--- config.mk ---
export PLATFORM = sky130hd
export DESIGN_NAME = ahb_uart_master
export DESIGN_NICKNAME = d
export VERILOG_FILES = /design/src/rtl/ahb_uart_pkg.sv /design/src/rtl/ahb_uart_phy.sv /design/src/rtl/ahb_uart_master.sv
export SDC_FILE = /design/constraint.sdc
export NUM_CORES = 1
export LEC_CHECK = 0
export BUFFER_PORTS_ARGS = -buffer_cell sky130_fd_sc_hd__buf_2
export CAP_MARGIN = 20
export CORE_ASPECT_RATIO = 0.6
export CORE_MARGIN = 2
export CORE_UTILIZATION = 60
export DETAILED_ROUTE_END_ITERATION = 12
export GPL_ROUTABILITY_DRIVEN = 0
export PLACE_DENSITY = 0.92
export SETUP_SLACK_MARGIN = 0.1
export SLEW_MARGIN = 15
export SYNTH_ARGS = -nofsm -noshare
export SYNTH_HDL_FRONTEND = slang
export SYNTH_HIERARCHICAL = 1
export SYNTH_SLANG_ARGS = --single-unit
--- constraint.sdc ---
create_clock -name HCLK -period 3.55 [get_ports HCLK]
set_clock_uncertainty 0.15 [all_clocks]
set_input_delay 0.355 -clock HCLK [delete_from_list [all_inputs] [get_ports HCLK]]
set_output_delay 0.355 -clock HCLK [all_outputs]
set_load 0.05 [all_outputs]
--- src/rtl/ahb_uart_pkg.sv ---
// Shared constants and state encodings for the UART-to-AHB-Lite bridge.
package ahb_uart_pkg;

   localparam logic [7:0] CMD_WR = 8'hA3;
   localparam logic [7:0] CMD_RD = 8'hA5;

   localparam logic [1:0] HTRANS_IDLE   = 2'b00;
   localparam logic [1:0] HTRANS_NONSEQ = 2'b10;
   localparam logic [2:0] HSIZE_WORD    = 3'b010;
   localparam logic [2:0] HBURST_SINGLE = 3'b000;
   localparam logic [3:0] HPROT_DATA    = 4'b0011;

   typedef enum logic [2:0] {
      StIdle,
      StAddr,
      StWdata,
      StAhbA,
      StAhbD,
      StTx
   } state_e;

   typedef enum logic [1:0] {
      RxIdle,
      RxStart,
      RxData,
      RxStop
   } rx_state_e;

endpackage

--- src/rtl/ahb_uart_phy.sv ---
// 8N1 UART deserialiser and serialiser sharing one bit period of BAUD_CNT clock cycles.
module ahb_uart_phy
   import ahb_uart_pkg::*;
#(
   parameter int unsigned BAUD_CNT = 20833
) (
   input  logic       clk_i,
   input  logic       rst_ni,
   input  logic       rx_i,
   output logic       tx_o,
   output logic       rx_valid_o,
   output logic [7:0] rx_data_o,
   output logic       rx_ferr_o,
   input  logic       tx_start_i,
   input  logic [7:0] tx_data_i,
   output logic       tx_busy_o
);

   localparam logic [15:0] BitEnd  = 16'(BAUD_CNT - 1);
   localparam logic [15:0] HalfEnd = 16'(BAUD_CNT / 2 - 1);

   logic        rx_s1_q, rx_s2_q, rx_prev_q;
   rx_state_e   rx_state_q, rx_state_d;
   logic [15:0] rx_cnt_q, rx_cnt_d;
   logic [2:0]  rx_bit_q, rx_bit_d;
   logic [7:0]  rx_shift_q, rx_shift_d;

   logic        tx_busy_q, tx_busy_d;
   logic [9:0]  tx_shift_q, tx_shift_d;
   logic [15:0] tx_cnt_q, tx_cnt_d;
   logic [3:0]  tx_idx_q, tx_idx_d;
   logic        tx_bit_end, tx_last;

   always_ff @(posedge clk_i or negedge rst_ni) begin
      if (!rst_ni) begin
         rx_s1_q    <= 1'b1;
         rx_s2_q    <= 1'b1;
         rx_prev_q  <= 1'b1;
         rx_state_q <= RxIdle;
         rx_cnt_q   <= '0;
         rx_bit_q   <= '0;
         rx_shift_q <= '0;
         tx_busy_q  <= 1'b0;
         tx_shift_q <= '1;
         tx_cnt_q   <= '0;
         tx_idx_q   <= '0;
      end else begin
         rx_s1_q    <= rx_i;
         rx_s2_q    <= rx_s1_q;
         rx_prev_q  <= rx_s2_q;
         rx_state_q <= rx_state_d;
         rx_cnt_q   <= rx_cnt_d;
         rx_bit_q   <= rx_bit_d;
         rx_shift_q <= rx_shift_d;
         tx_busy_q  <= tx_busy_d;
         tx_shift_q <= tx_shift_d;
         tx_cnt_q   <= tx_cnt_d;
         tx_idx_q   <= tx_idx_d;
      end
   end

   always_comb begin
      rx_state_d = rx_state_q;
      rx_cnt_d   = rx_cnt_q + 16'd1;
      rx_bit_d   = rx_bit_q;
      rx_shift_d = rx_shift_q;
      rx_valid_o = 1'b0;
      rx_ferr_o  = 1'b0;
      unique case (rx_state_q)
         RxIdle: begin
            rx_cnt_d = '0;
            if (rx_prev_q && !rx_s2_q) rx_state_d = RxStart;
         end
         RxStart: begin
            // A start bit that is high again at mid-bit was a glitch.
            if (rx_cnt_q == HalfEnd) begin
               rx_cnt_d   = '0;
               rx_bit_d   = '0;
               rx_state_d = rx_s2_q ? RxIdle : RxData;
            end
         end
         RxData: begin
            if (rx_cnt_q == BitEnd) begin
               rx_cnt_d   = '0;
               rx_shift_d = {rx_s2_q, rx_shift_q[7:1]};
               rx_bit_d   = rx_bit_q + 3'd1;
               if (rx_bit_q == 3'd7) rx_state_d = RxStop;
            end
         end
         RxStop: begin
            if (rx_cnt_q == BitEnd) begin
               rx_valid_o = rx_s2_q;
               rx_ferr_o  = !rx_s2_q;
               rx_state_d = RxIdle;
            end
         end
         default: rx_state_d = RxIdle;
      endcase
   end

   assign rx_data_o = rx_shift_q;

   // The final stop-bit cycle reports not-busy so a queued frame follows with no gap.
   assign tx_bit_end = (tx_cnt_q == BitEnd);
   assign tx_last    = tx_busy_q && tx_bit_end && (tx_idx_q == 4'd9);
   assign tx_busy_o  = tx_busy_q && !tx_last;

   always_comb begin
      tx_busy_d  = tx_busy_q;
      tx_shift_d = tx_shift_q;
      tx_cnt_d   = tx_cnt_q;
      tx_idx_d   = tx_idx_q;
      if (tx_busy_q) begin
         tx_cnt_d = tx_bit_end ? '0 : tx_cnt_q + 16'd1;
         if (tx_bit_end) begin
            tx_shift_d = {1'b1, tx_shift_q[9:1]};
            tx_idx_d   = tx_idx_q + 4'd1;
         end
         if (tx_last) tx_busy_d = 1'b0;
      end
      if (tx_start_i && !tx_busy_o) begin
         tx_busy_d  = 1'b1;
         tx_shift_d = {1'b1, tx_data_i, 1'b0};
         tx_cnt_d   = '0;
         tx_idx_d   = '0;
      end
   end

   assign tx_o = tx_busy_q ? tx_shift_q[0] : 1'b1;

endmodule

--- src/rtl/ahb_uart_master.sv ---
// UART command decoder driving single-word AHB-Lite transfers; read data is returned over UART.
module ahb_uart_master
   import ahb_uart_pkg::*;
#(
   parameter int unsigned BAUD_CNT     = 20833,
   parameter int unsigned TIMEOUT_BITS = 40,
   parameter logic [31:0] ERR_RDATA    = 32'hDEADBEEF
) (
   input  logic        HCLK,
   input  logic        HRESETn,
   input  logic        UART_MASTER_RX,
   output logic        UART_MASTER_TX,
   output logic [31:0] HADDR,
   output logic [1:0]  HTRANS,
   output logic [2:0]  HSIZE,
   output logic [2:0]  HBURST,
   output logic [3:0]  HPROT,
   output logic        HWRITE,
   output logic [31:0] HWDATA,
   input  logic        HREADY,
   input  logic [31:0] HRDATA,
   input  logic        HRESP
);

   localparam logic [31:0] TimeoutEnd = 32'(TIMEOUT_BITS * BAUD_CNT - 1);

   logic        rx_valid, rx_ferr, tx_start, tx_busy;
   logic [7:0]  rx_data, tx_data;

   state_e      state_q, state_d;
   logic        write_q, write_d;
   logic [31:0] addr_q, addr_d;
   logic [31:0] wdata_q, wdata_d;
   logic [1:0]  lane_q, lane_d;
   logic [31:0] tmo_q, tmo_d;
   logic [31:0] rdata_q, rdata_d;
   logic [1:0]  txb_q, txb_d;
   logic [31:0] haddr_q, haddr_d;
   logic        hwrite_q, hwrite_d;
   logic [31:0] hwdata_q, hwdata_d;

   ahb_uart_phy #(
      .BAUD_CNT(BAUD_CNT)
   ) u_phy (
      .clk_i     (HCLK),
      .rst_ni    (HRESETn),
      .rx_i      (UART_MASTER_RX),
      .tx_o      (UART_MASTER_TX),
      .rx_valid_o(rx_valid),
      .rx_data_o (rx_data),
      .rx_ferr_o (rx_ferr),
      .tx_start_i(tx_start),
      .tx_data_i (tx_data),
      .tx_busy_o (tx_busy)
   );

   always_ff @(posedge HCLK or negedge HRESETn) begin
      if (!HRESETn) begin
         state_q  <= StIdle;
         write_q  <= 1'b0;
         addr_q   <= '0;
         wdata_q  <= '0;
         lane_q   <= '0;
         tmo_q    <= '0;
         rdata_q  <= '0;
         txb_q    <= '0;
         haddr_q  <= '0;
         hwrite_q <= 1'b0;
         hwdata_q <= '0;
      end else begin
         state_q  <= state_d;
         write_q  <= write_d;
         addr_q   <= addr_d;
         wdata_q  <= wdata_d;
         lane_q   <= lane_d;
         tmo_q    <= tmo_d;
         rdata_q  <= rdata_d;
         txb_q    <= txb_d;
         haddr_q  <= haddr_d;
         hwrite_q <= hwrite_d;
         hwdata_q <= hwdata_d;
      end
   end

   always_comb begin
      state_d  = state_q;
      write_d  = write_q;
      addr_d   = addr_q;
      wdata_d  = wdata_q;
      lane_d   = lane_q;
      tmo_d    = tmo_q;
      rdata_d  = rdata_q;
      txb_d    = txb_q;
      haddr_d  = haddr_q;
      hwrite_d = hwrite_q;
      hwdata_d = hwdata_q;
      tx_start = 1'b0;
      unique case (state_q)
         StIdle: begin
            lane_d = '0;
            tmo_d  = '0;
            if (rx_valid && (rx_data == CMD_WR || rx_data == CMD_RD)) begin
               write_d = (rx_data == CMD_WR);
               state_d = StAddr;
            end
         end
         StAddr, StWdata: begin
            tmo_d = tmo_q + 32'd1;
            if (rx_ferr || tmo_q == TimeoutEnd) begin
               state_d = StIdle;
            end else if (rx_valid) begin
               tmo_d  = '0;
               lane_d = lane_q + 2'd1;
               if (state_q == StAddr) addr_d[{lane_q, 3'b000} +: 8] = rx_data;
               else                   wdata_d[{lane_q, 3'b000} +: 8] = rx_data;
               if (lane_q == 2'd3) begin
                  if (state_q == StAddr && write_q) begin
                     state_d = StWdata;
                  end else begin
                     state_d  = StAhbA;
                     haddr_d  = {addr_d[31:2], 2'b00};
                     hwrite_d = write_q;
                  end
               end
            end
         end
         StAhbA: begin
            if (HREADY) begin
               state_d = StAhbD;
               if (write_q) hwdata_d = wdata_q;
            end
         end
         StAhbD: begin
            if (HREADY) begin
               if (write_q) begin
                  state_d = StIdle;
               end else begin
                  rdata_d = HRESP ? ERR_RDATA : HRDATA;
                  txb_d   = '0;
                  state_d = StTx;
               end
            end
         end
         StTx: begin
            tx_start = 1'b1;
            if (!tx_busy) begin
               txb_d = txb_q + 2'd1;
               if (txb_q == 2'd3) state_d = StIdle;
            end
         end
         default: state_d = StIdle;
      endcase
   end

   assign tx_data = rdata_q[{txb_q, 3'b000} +: 8];

   assign HTRANS = (state_q == StAhbA) ? HTRANS_NONSEQ : HTRANS_IDLE;
   assign HADDR  = haddr_q;
   assign HWRITE = hwrite_q;
   assign HWDATA = hwdata_q;
   assign HSIZE  = HSIZE_WORD;
   assign HBURST = HBURST_SINGLE;
   assign HPROT  = HPROT_DATA;

endmodule

Yosys cells after proc, flatten, opt, wreduce, memory -nomap -nowiden:

Cells that the tools add are included.

* order comparisons: 0
* muxes and demuxes: 57
* div/mod/pow operators: 0
* shift operators: 3
* multiply operators: 0
* reduce and logical (&&, ||, !) cells: 34
* $add $sub $neg: 8
* equal/unequal tests: 33
* bitwise gates (word level): 4

Operators with widths (number)
* two-way mux 32 bit: 4
* two-way mux 16 bit: 5
* bitwise mux 32 bit: 2
* one-hot mux 32 bit (2 select lines): 1
* one-hot mux 16 bit (3 select lines): 1
* two-way mux 3 bit: 11
* adder 16 x 1 -> 16 bit, second input constant: 2
* adder 32 x 1 -> 32 bit, second input constant: 1
* == test 16 x 15 -> 1 bit, second input constant: 2
* == test 32 x 20 -> 1 bit, second input constant: 1
* variable shift 8 x 7 -> 32 bit, first input constant: 1
* variable part select 32 x 6 -> 8 bit: 1
* variable part select 8 x 7 -> 32 bit: 1
* two-way mux 10 bit: 3
* two-way mux 2 bit: 12
* == test 16 x 14 -> 1 bit, second input constant: 1
* == test 8 bit, second input constant: 2
* inequality test 2 bit, second input constant: 8
* one-hot mux 3 bit (5 select lines): 1
* AND reduction 3 bit: 5
* two-way mux 4 bit: 3
* AND reduction 4 bit: 3
* two-way mux 1 bit: 10
* inequality test 2 x 1 -> 1 bit, second input constant: 5
* 25 further kinds: 53

* output and inout bits: 78
* flip-flop bits (word level): 262
* memories kept: 0
* bits in latches: 0
* bits in read-only memories: 0
* logic and storage cells: 162
* RAM bits: 0
* bits of input ports: 37

Longest topological paths before layout:

Gate-level depths: netlist (run 1).

* word-level depth: 9
* gate-level depth with buffers: 12
* mapped depth without buffers: 11

By module:

The synthesis (run 1) kept the hierarchy.

By module, submodules not included
* ahb_uart_master: times used 1, cells each 798, area an instance 9530.4 sq um
* ahb_uart_phy: times used 1, cells each 373, area an instance 3593.4 sq um

Worst setup path after synthesis (run 1):

No wires, ideal clock.

* kind: register to register
* from: register state_q[1]
* to: register hwdata_q[10] (netlist: HWDATA[10])
* period minus slack after synthesis: 2829 ps
* path slack: 721 ps
* required time: 3275 ps
* buffers on the path: 3
* arrival time: 2554 ps
* cell stages (with the launch flop): 8
* cells stage by stage: dfrtp_1 -> clkbuf_1 -> nand2_1 -> nor2_1 -> and3_1 -> clkbuf_1 -> buf_1 -> mux2_2

* cells in the longest elaborated chain, start to end: 2

Ends and longest elaborated chain
* from (decl): RTL line ahb_uart_master.sv:30 `state_e state_q, state_d;`
* from (signal assigned): RTL line ahb_uart_master.sv:59 `state_q <= StIdle;`
* from (signal assigned): RTL line ahb_uart_master.sv:71 `state_q <= state_d;`
* == test 3 x 2 -> 1 bit: RTL line ahb_uart_master.sv:98 `unique case (state_q)`
* AND reduction 3 bit (no line)
* to (signal assigned): RTL line ahb_uart_master.sv:81 `hwdata_q <= hwdata_d;`
* to (decl): RTL line ahb_uart_master.sv:40 `logic [31:0] hwdata_q, hwdata_d;`

Every way passes these cells.
A chain may end at the register's enable or synchronous reset.

Final worst setup path (run 1):

* from: register u_phy.rx_cnt_q[9]
* to: register haddr_q[18] (netlist: HADDR[18])

* elaborated cells between the ends (all ways): 8
* classes of those cells: eq/ne (1); mux (4); bitwise (1); reduce/logical (2)

RTL lines
* from (decl): RTL line ahb_uart_phy.sv:24 `logic [15:0] rx_cnt_q, rx_cnt_d;`
* from (signal assigned): RTL line ahb_uart_phy.sv:52 `rx_cnt_q <= rx_cnt_d;`
* == test 16 x 15 -> 1 bit: RTL line ahb_uart_phy.sv:91 `if (rx_cnt_q == BitEnd) begin`
* two-way mux 1 bit: RTL line ahb_uart_phy.sv:91
* two-way mux 1 bit: RTL line ahb_uart_phy.sv:69 `unique case (rx_state_q)`
* via rx_valid: RTL line ahb_uart_master.sv:27 `logic rx_valid, rx_ferr, tx_start, tx_busy;`
* AND reduction 5 bit (no line)
* to (signal assigned): RTL line ahb_uart_master.sv:79 `haddr_q <= haddr_d;`
* to (decl): RTL line ahb_uart_master.sv:38 `logic [31:0] haddr_q, haddr_d;`

The timed path passes the listed nets, and every way through them passes these cells.

==> results of run 1 <==
sequential cells by signal, summed over array words and instances (netlist names), 3 cells and up, named ones only:
| register | cells |
|---|---|
| u_phy/tx_cnt_q | 16 |
| HADDR | 30 |
| u_phy/tx_shift_q | 9 |
| tmo_q | 32 |
| u_phy/tx_idx_q | 4 |
| wdata_q | 32 |
| u_phy/rx_data_o | 8 |
| u_phy/rx_cnt_q | 16 |
| state_q | 3 |
| HWDATA | 32 |
| u_phy/rx_bit_q | 3 |
| rdata_q | 32 |
| addr_q | 30 |
layout make-up:
class / instances / area, um^2
flip-flops and latches: 259 / 6500
fillers: 1437 / 6480
multi-input cells: 822 / 6160
repair buffers: 137 / 893
clock buffers: 37 / 708
well taps: 279 / 349
inverters: 24 / 90.1
clock inverters: 5 / 62.6
diodes: 1 / 2.50
kinds of logic (layout without fill, tap and decap cells):
group	count (synthesis)	after routing	synth area share
fa+ha+maj	16	16	0.0153
xor+xnor	27	27	0.0180
other cells	2	14	0.000572
simple gates	411	411	0.166
buf+inv	101	203	0.0403
flops	259	259	0.495
compound gates	167	167	0.0826
mux	188	188	0.182
metal layers:
layer / GRT usage / vias up / part of all wire
li1: - / 4368 / -
met4: 0.0797 / 0 / 0.024
met1: 0.404 / 4855 / 0.44
met2: 0.431 / 438 / 0.46
met5: 0 / - / 0
met3: 0.0414 / 67 / 0.072
where the power goes:
group	total, uW	switching [uW]	internal, uW
logic	266	173	92.9
registers	3070	79.9	2990
clock network	2560	1120	1450
layout by cell type (no fill, tap or decap), types with 24 or more instances in the layout:
cell and instances:
dlygate4sd3_1 24, mux2_4 54, nor2_1 81, and2_1 37
nand2_1 103, o21ai_0 56, buf_2 100, dfrtp_1 247
nand3_1 37, mux2_2 108
final timing paths:
kind / slack (ps) / startpoint / end / cells past startpoint
worst max register to register: 340 / u_phy/rx_cnt_q[9]$_DFF_PN0_ / HADDR[18]$_DFFE_PN0P_ / 8
min in group asynchronous: 300 / HRESETn / rdata_q[7]$_DFFE_PN0P_ / 2
worst max-delay path: 340 / u_phy/rx_cnt_q[9]$_DFF_PN0_ / HADDR[18]$_DFFE_PN0P_ / 8
max in group asynchronous: 1980 / HRESETn / u_phy/rx_prev_q$_DFF_PN1_ / 3
worst min-delay path: 10 / HRDATA[19] / rdata_q[19]$_DFFE_PN0P_ / 3
worst min register to register: 210 / u_phy/rx_s1_q$_DFF_PN1_ / u_phy/rx_s2_q$_DFF_PN1_ / 0
through the flow:
step	worst slack (ps)	instances	power, uW
final	338	1564	5900
after global placement	423	1496	3350
after global routing	124	1564	6090
after CTS	248	1562	5920
after detailed placement	282	1496	3370
after floorplan	721	1182	3260
what timing repair did:
action | in CTS | in global routing
endpoints found under the setup margin | 0 | 38
endpoints found under the hold margin | 108 | 0
resized for setup | 0 | 2
hold buffers | 24 | 0
critical path: cells and delay by family (launching register included):
kind          cells  cell delay (ps)
flops             1              440
buf+inv           1              280
mux               1              320
simple gates      6             1870
==> results.json, run 1 <==
{
  "drt_first_iter_violations": 1054,
  "ant_nets": 0,
  "critPathLaunchType": "flop",
  "dp_hpwl_um": 20700,
  "worstPathRequired_ps": 3800,
  "fin_tns_setup_ps": 0,
  "grt_antenna_before_repair": 1,
  "grt.total_usage": 0.276,
  "yosys.area.top_type": "dfrtp_1",
  "dr_total_vias": 9728,
  "drt_pass1_iterations": 5,
  "clk_latency_ps": 530,
  "cap_viol_max_count": 0,
  "cts_tree": "done",
  "hp-class": "in -> reg",
  "cellPowerDensity_nw_per_um2": 400,
  "wl_per_cell_um": 20.3,
  "yosysMostFrequentCell": "dfrtp_1",
  "synthCells": 1171,
  "fp.dieArea_um2": 23100,
  "path_cells": "nor4_2 > and2_1 > nand4_1 > nor3_2 > and3_4 > and3_2 > buf_4 > mux2_4",
  "layout-drive-gt1-share": 0.274,
  "io_buffer_count": 101,
  "nets": 1320,
  "grt_max_degree": 95,
  "viasPerCell": 6.22,
  "fin_crit_sh": 0.905,
  "synth_seq_cells": 259,
  "max_freq_mhz": 311,
  "clockBufferDepth": 3,
  "async_reset_ff_frac": 1.00,
  "post_cts.repair.setup_buffers": 0,
  "rsz0062_at_grt": "no",
  "die_y_um": 119,
  "hold_violations": 0,
  "die_x_um": 195,
  "total_leakage_power_uw": 0.00700,
  "slowest_stage": "dfrtp_1",
  "ios": 115,
  "start_util": 0.618,
  "fp-row-count": 41,
  "setup-violations-final": 0,
  "cts.clk_slew.worst_paths_ps": 70,
  "final_core_util": 0.695,
  "path_class": "reg -> reg",
  "synth_seq_area_share": 0.495,
  "cts_sinks": 259,
  "holdWs_ps": 9.84,
  "period_minus_slack_ps": 3210,
  "grt_pass1_wl_um": 51800,
  "core_area_um2": 21200,
  "synth_area_um2": 13100,
  "maxSlewHeadroom": 0.411,
  "grt_pass1_vias": 9853,
  "wl_um": 31800,
  "slew_viol_final": 0,
  "synth_cell_types": 74,
  "ys_warn_count": 6,
  "grt_overflow": 0,
  "synth_area_leaders": "dfrtp_1 (47%), mux2_2 (9.3%), mux2_4 (6.2%), nand2_1 (2.9%), dfstp_2 (2.4%)",
  "max_stage_delay_ps": 440,
  "outcome": "finished, final reports clean",
  "avgSynthCellArea_um2": 11.2,
  "cp_max_fo": 12,
  "drc_errors": 0,
  "area_delta_synth_final_pct": 12.5,
  "ir_worst_vdd_v": 0.000406,
  "cts_root_buffer": "clkbuf_16",
  "placed_cell_area_um2": 13700,
  "cp_data_arrival_time_ps": 3460,
  "synth_ff_type": "dfrtp_1",
  "numCtsBuffers": 23,
  "synth_edf_count": 0,
  "yosysTopAreaCellShare": 0.471,
  "htreeDepth": 1,
  "stdcell_area_um2": 14800,
  "synth_common_cells": "dfrtp_1 (247), mux2_2 (108), nand2_1 (103)",
  "tightest_slew_ps": 882,
  "cp-end-kind": "flop"
}
No activity file was read; power rests on OpenSTA's default activity.
==> run 2: changes to the inputs <==
--- a/config.mk
+++ b/config.mk
@@ -12,7 +12,7 @@
 export CORE_UTILIZATION = 60
 export DETAILED_ROUTE_END_ITERATION = 12
 export GPL_ROUTABILITY_DRIVEN = 0
-export PLACE_DENSITY = 0.92
+export PLACE_DENSITY = 0.8
 export SETUP_SLACK_MARGIN = 0.1
 export SLEW_MARGIN = 15
 export SYNTH_ARGS = -nofsm -noshare
==> run 2 against run 1 <==
The run now ends with negative hold slack left. Utilization rose by 0.059 points. Sequential power barely moved. Critical path depth rose by 2. Worst setup slack improved by 76 ps. Routed wire length fell by 6.1%. Flip-flop and latch count did not move. First-iteration DRC count fell by 34%.
==> results.json, run 2 (same netlist as run 1, synthesis figures left out) <==
{
  "fp-row-count": 41,
  "start_util": 0.618,
  "grt_overflow": 0,
  "drt_first_iter_violations": 698,
  "reg2reg_slack_ps": 410,
  "rsz0062_at_grt": "no",
  "p_total_uw": 5920,
  "r2r_cells": 10,
  "slowest_stage": "dfrtp_1",
  "ir_worst_vdd_v": 0.000330,
  "fin_crit_sh": 0.883,
  "setup-violations-final": 0,
  "reg2reg_to": "HADDR[31]$_DFFE_PN0P_",
  "nets": 1328,
  "clockBufferDepth": 3,
  "post_cts.repair.setup_buffers": 0,
  "path_class": "reg -> reg",
  "grt_pass1_vias": 9264,
  "hold_end": "rdata_q[18]$_DFFE_PN0P_",
  "dp_hpwl_um": 19900,
  "hold_violations": 1,
  "cts_sinks": 259,
  "area_delta_synth_final_pct": 12.6,
  "outcome": "finished with violations",
  "grt_max_degree": 109,
  "path_cells": "inv_1 > ha_1 > and4b_1 > nor2b_1 > nand4_1 > nor3_2 > and3_4 > and3_2 > buf_4 > mux2_2",
  "dr_total_vias": 9495,
  "whs_path_depth": 3,
  "ant_nets": 0,
  "cap_viol_max_count": 0,
  "cp_data_arrival_time_ps": 3390,
  "grt_antenna_before_repair": 0,
  "ios": 115,
  "hp-class": "in -> reg",
  "holdWs_ps": -0.203,
  "grt.total_usage": 0.262,
  "cp_max_fo": 17,
  "cts_root_buffer": "clkbuf_16",
  "final_common_cell": "dfrtp_1",
  "n_antenna_cell": 0,
  "layout_common_cells": "dfrtp_1 (247), mux2_2 (108), nand2_1 (103)",
  "critPathLaunchType": "flop",
  "viasPerCell": 6.05,
  "drc_errors": 0,
  "wl_per_cell_um": 19.0,
  "fin_tns_setup_ps": 0,
  "die_y_um": 119,
  "layout-drive-gt1-share": 0.277,
  "drt_pass1_iterations": 5,
  "cts.clk_slew.worst_paths_ps": 60,
  "seqCellArea_um2": 6500,
  "slew_viol_final": 0,
  "worstPathRequired_ps": 3810,
  "violations": "negative hold slack",
  "max_stage_delay_ps": 440,
  "final_core_util": 0.696,
  "maxSlewHeadroom": 0.366,
  "core_area_um2": 21200,
  "grt_pass1_wl_um": 49300,
  "total_leakage_power_uw": 0.00704,
  "cp-end-kind": "flop",
  "clk_latency_ps": 520,
  "cellPowerDensity_nw_per_um2": 401,
  "htreeDepth": 1,
  "period_minus_slack_ps": 3140,
  "wl_um": 29900,
  "holdCritStartpoint": "HRDATA[18]",
  "io_buffer_count": 101,
  "multiInputGateArea_um2": 6150,
  "max_freq_mhz": 319,
  "nFillCells": 1547,
  "cts_tree": "done",
  "fp.dieArea_um2": 23100,
  "die_x_um": 195,
  "worstReg2RegStart": "u_phy/rx_cnt_q[0]$_DFF_PN0_",
  "numCtsBuffers": 23,
  "tightest_slew_ps": 949
}
[run 2: power breakdown]
part	leakage, uW	switching, uW	internal (uW)
combinational	0.00311	170	96.6
sequential	0.00355	73.4	2990
clock	0.000381	1110	1480
total	0.00704	1350	4570
[run 2: final cells by class]
type | count | area share
Inverter | 24 | 0.00610
Clock buffer | 31 | 0.0430
Multi-Input combinational cell | 822 | 0.416
Sequential cell | 259 | 0.440
Timing Repair Buffer | 145 | 0.0625
Clock inverter | 10 | 0.00872
Tap cell | 279 | 0.0236
[run 2: worst max-delay path by stage]
stage	from	to	slack (ps)	cells past startpoint
6_report	u_phy/rx_cnt_q[0]$_DFF_PN0_	HADDR[31]$_DFFE_PN0P_	410	10
3_5_place_dp	u_phy/rx_cnt_q[0]$_DFF_PN0_	HADDR[31]$_DFFE_PN0P_	280	10
5_1_grt	u_phy/rx_cnt_q[0]$_DFF_PN0_	HADDR[31]$_DFFE_PN0P_	250	10
3_3_place_gp	u_phy/rx_cnt_q[0]$_DFF_PN0_	HADDR[31]$_DFFE_PN0P_	400	10
2_1_floorplan	state_q[1]$_DFFE_PN0P_	HWDATA[10]$_DFFE_PN0P_	720	7
4_1_cts	u_phy/rx_cnt_q[0]$_DFF_PN0_	HADDR[31]$_DFFE_PN0P_	280	10
[run 2: through the flow]
step | instance area, um^2 | cells | worst slack (ps)
floorplan | 13200 | 1182 | 721
global placement | 13700 | 1503 | 400
detailed placement | 13700 | 1503 | 276
CTS | 14800 | 1570 | 276
global route | 14800 | 1570 | 255
finish | 14800 | 1570 | 414
[run 2: critical path, delay by kind of cell (launching register included)]
kind                     cells  cell delay, ps
adder cells (fa/ha/maj)      1             140
multiplexers                 1             380
buffers and inverters        2             420
AND/OR/NAND/NOR              6            1480
flip-flops                   1             440
[run 2: repair_timing]
item | 4_1_cts | 5_1_grt
setup endpoints to repair | 0 | 1
hold buffers | 26 | 0
gates resized for setup | 0 | 1
hold endpoints to repair | 119 | 0
[run 2: routing by layer]
metal  GRT usage  vias up  part of all wire
li1            -     4391                 -
met1       0.400     4736              0.48
met2       0.397      317              0.45
met3      0.0371       51             0.057
met4      0.0625        0             0.020
met5           0        -                 0
==> run 3: changes to the inputs <==
--- a/config.mk
+++ b/config.mk
@@ -19,3 +19,4 @@
 export SYNTH_HDL_FRONTEND = slang
 export SYNTH_HIERARCHICAL = 1
 export SYNTH_SLANG_ARGS = --single-unit
+export TNS_END_PERCENT = 30
==> constraint.sdc (replaced) <==
create_clock -name HCLK -period 3.5 [get_ports HCLK]
set_clock_uncertainty 0.15 [all_clocks]
set_input_delay 0.35 -clock HCLK [delete_from_list [all_inputs] [get_ports HCLK]]
set_output_delay 0.35 -clock HCLK [all_outputs]
set_load 0.05 [all_outputs]
==> run 3 against run 2 <==
The run now ends clean. Register-to-register slack worse by 70 ps. Combinational power is 4% higher. Worst setup slack worse by 69 ps. Global-route usage shrank 0.25 points. Non-clock buffer count up 6. Largest cell class unchanged. Highest routed layer unchanged.
==> results.json, run 3 (same netlist as run 1, synthesis figures left out) <==
{
  "dp_hpwl_um": 19800,
  "p_sw_frac": 0.234,
  "ant_nets": 0,
  "drc_errors": 0,
  "cp-end-kind": "flop",
  "clkPwrFrac": 0.435,
  "layout_common_cells": "dfrtp_1 (247), mux2_2 (108), nand2_1 (103)",
  "grt_overflow": 0,
  "cts.clk_slew.worst_paths_ps": 60,
  "max_stage_delay_ps": 430,
  "seqCellArea_um2": 6500,
  "cp_data_arrival_time_ps": 3440,
  "cap_viol_max_count": 0,
  "dr_total_vias": 9501,
  "layout-drive-gt1-share": 0.275,
  "ir_worst_vdd_v": 0.000412,
  "total_leakage_power_uw": 0.00707,
  "nets": 1335,
  "fin_crit_sh": 0.902,
  "slew_viol_final": 0,
  "slowest_stage": "dfrtp_1",
  "placed_cell_area_um2": 13700,
  "grt_pass1_wl_um": 48900,
  "maxSlewHeadroom": 0.432,
  "cellPowerDensity_nw_per_um2": 404,
  "numCtsBuffers": 24,
  "combPwrFrac": 0.046,
  "area_delta_synth_final_pct": 13.3,
  "hp-class": "in -> reg",
  "instances_no_fill": 1579,
  "grt_pass1_vias": 9224,
  "fp-row-count": 41,
  "clk_latency_ps": 550,
  "htreeDepth": 1,
  "final_common_cell": "dfrtp_1",
  "fp.dieArea_um2": 23100,
  "critPathLaunchType": "flop",
  "period_minus_slack_ps": 3160,
  "cts_tree": "done",
  "viasPerCell": 6.02,
  "grt.total_usage": 0.260,
  "path_cells": "inv_1 > ha_1 > and4b_1 > nor2b_1 > nand4_1 > nor3_2 > and3_4 > and3_2 > buf_4 > mux2_2",
  "io_buffer_count": 101,
  "die_y_um": 119,
  "multiInputGateArea_um2": 6150,
  "crit_family": "simple AND/OR/NAND/NOR gates",
  "die_x_um": 195,
  "ios": 115,
  "whs_path_depth": 4,
  "cp_max_fo": 17,
  "r2r_cells": 10,
  "hold_violations": 0,
  "start_util": 0.618,
  "fin_tns_setup_ps": 0,
  "drt_pass1_iterations": 5,
  "wl_um": 29700,
  "power.switching_uw": 1410,
  "setup-violations-final": 0,
  "rsz0062_at_grt": "no",
  "n_antenna_cell": 0,
  "post_cts.repair.setup_buffers": 0,
  "outcome": "finished, final reports clean",
  "placedCellCount": 1501,
  "path_buf_inv": 2,
  "wl_per_cell_um": 18.8,
  "path_class": "reg -> reg",
  "stdcell_area_um2": 14900,
  "cp.depth": 10,
  "cts_sinks": 259,
  "pwr-share-seq": 0.518,
  "max_freq_mhz": 317,
  "tightest_slew_ps": 849,
  "clockBufferDepth": 3,
  "core_area_um2": 21200,
  "power.internal_uw": 4590,
  "grt_antenna_before_repair": 0,
  "grt_max_degree": 109,
  "nFillCells": 1500,
  "drt_first_iter_violations": 788,
  "cts_root_buffer": "clkbuf_16",
  "worstPathRequired_ps": 3780
}
[run 3: cell types whose count changed in the layout (fill, tap and decap cells not counted)]
| cell | change |
|---|---|
| bufinv_16 | -2 |
| dlygate4sd3_1 | +8 |
| clkinv_8 | +1 |
| clkinv_2 | -1 |
| inv_6 | -1 |
| clkbuf_16 | +1 |
| buf_4 | -3 |
| buf_12 | +1 |
| clkbuf_8 | +2 |
| clkinv_4 | +1 |
| clkbuf_1 | +1 |
| clkinvlp_4 | +1 |
[run 3: per-layer routing]
metal | track usage | vias up | wire [um] | part of all wire
met5 | 0 | - | 0 | 0
met2 | 0.388 | 337 | 13100 | 0.44
li1 | - | 4387 | - | -
met1 | 0.401 | 4727 | 14200 | 0.48
met4 | 0.0468 | 0 | 516 | 0.017
met3 | 0.0459 | 50 | 1840 | 0.062
[run 3: worst paths after layout]
check | from | end | slack [ps]
max | u_phy/rx_cnt_q[0]$_DFF_PN0_ | HADDR[31]$_DFFE_PN0P_ | 340
min | HREADY | state_q[2]$_DFFE_PN0P_ | 130
max reg2reg | u_phy/rx_cnt_q[0]$_DFF_PN0_ | HADDR[31]$_DFFE_PN0P_ | 340
min reg2reg | u_phy/rx_s1_q$_DFF_PN1_ | u_phy/rx_s2_q$_DFF_PN1_ | 210
max in group asynchronous | HRESETn | u_phy/rx_s1_q$_DFF_PN1_ | 1960
min in group asynchronous | HRESETn | rdata_q[3]$_DFFE_PN0P_ | 290
[run 3: cell type report]
type | instances | share of cell area
inverters | 24 | 0.00606
well taps | 279 | 0.0235
clock inverters | 9 | 0.00589
clock buffers | 35 | 0.0465
multi-input cells | 822 | 0.414
repair buffers | 151 | 0.0673
flip-flops and latches | 259 | 0.437
[run 3: repair_timing]
action / CTS / global route
endpoints found under the setup margin: 0 / 45
endpoints found under the hold margin: 129 / 0
hold buffers: 34 / 0
resized for setup: 0 / 1
[run 3: per-stage QoR]
stage                     worst slack (ps)  total power, uW   util  hold slack [ps]
after CTS                              171             6030  0.700              114
after global routing                   117             6200  0.700              208
after detailed placement               183             3410  0.647              198
after global placement                 348             3410  0.647              197
after floorplan                        671             3310      -            -95.6
final                                  345             6000  0.700              134
[run 3: power groups by stage]
stage	clock [uW]	sequential, uW	combinational [uW]
floorplan	0	3120	184
global placement	0	3160	245
detailed placement	0	3160	250
CTS	2650	3110	281
global route	2770	3120	315
finish	2610	3110	279
[run 3: worst min-delay path: stages]
cell      delay [ps]
buf_2            130
nand2b_1          70
o211ai_1         130
o21ai_0          100
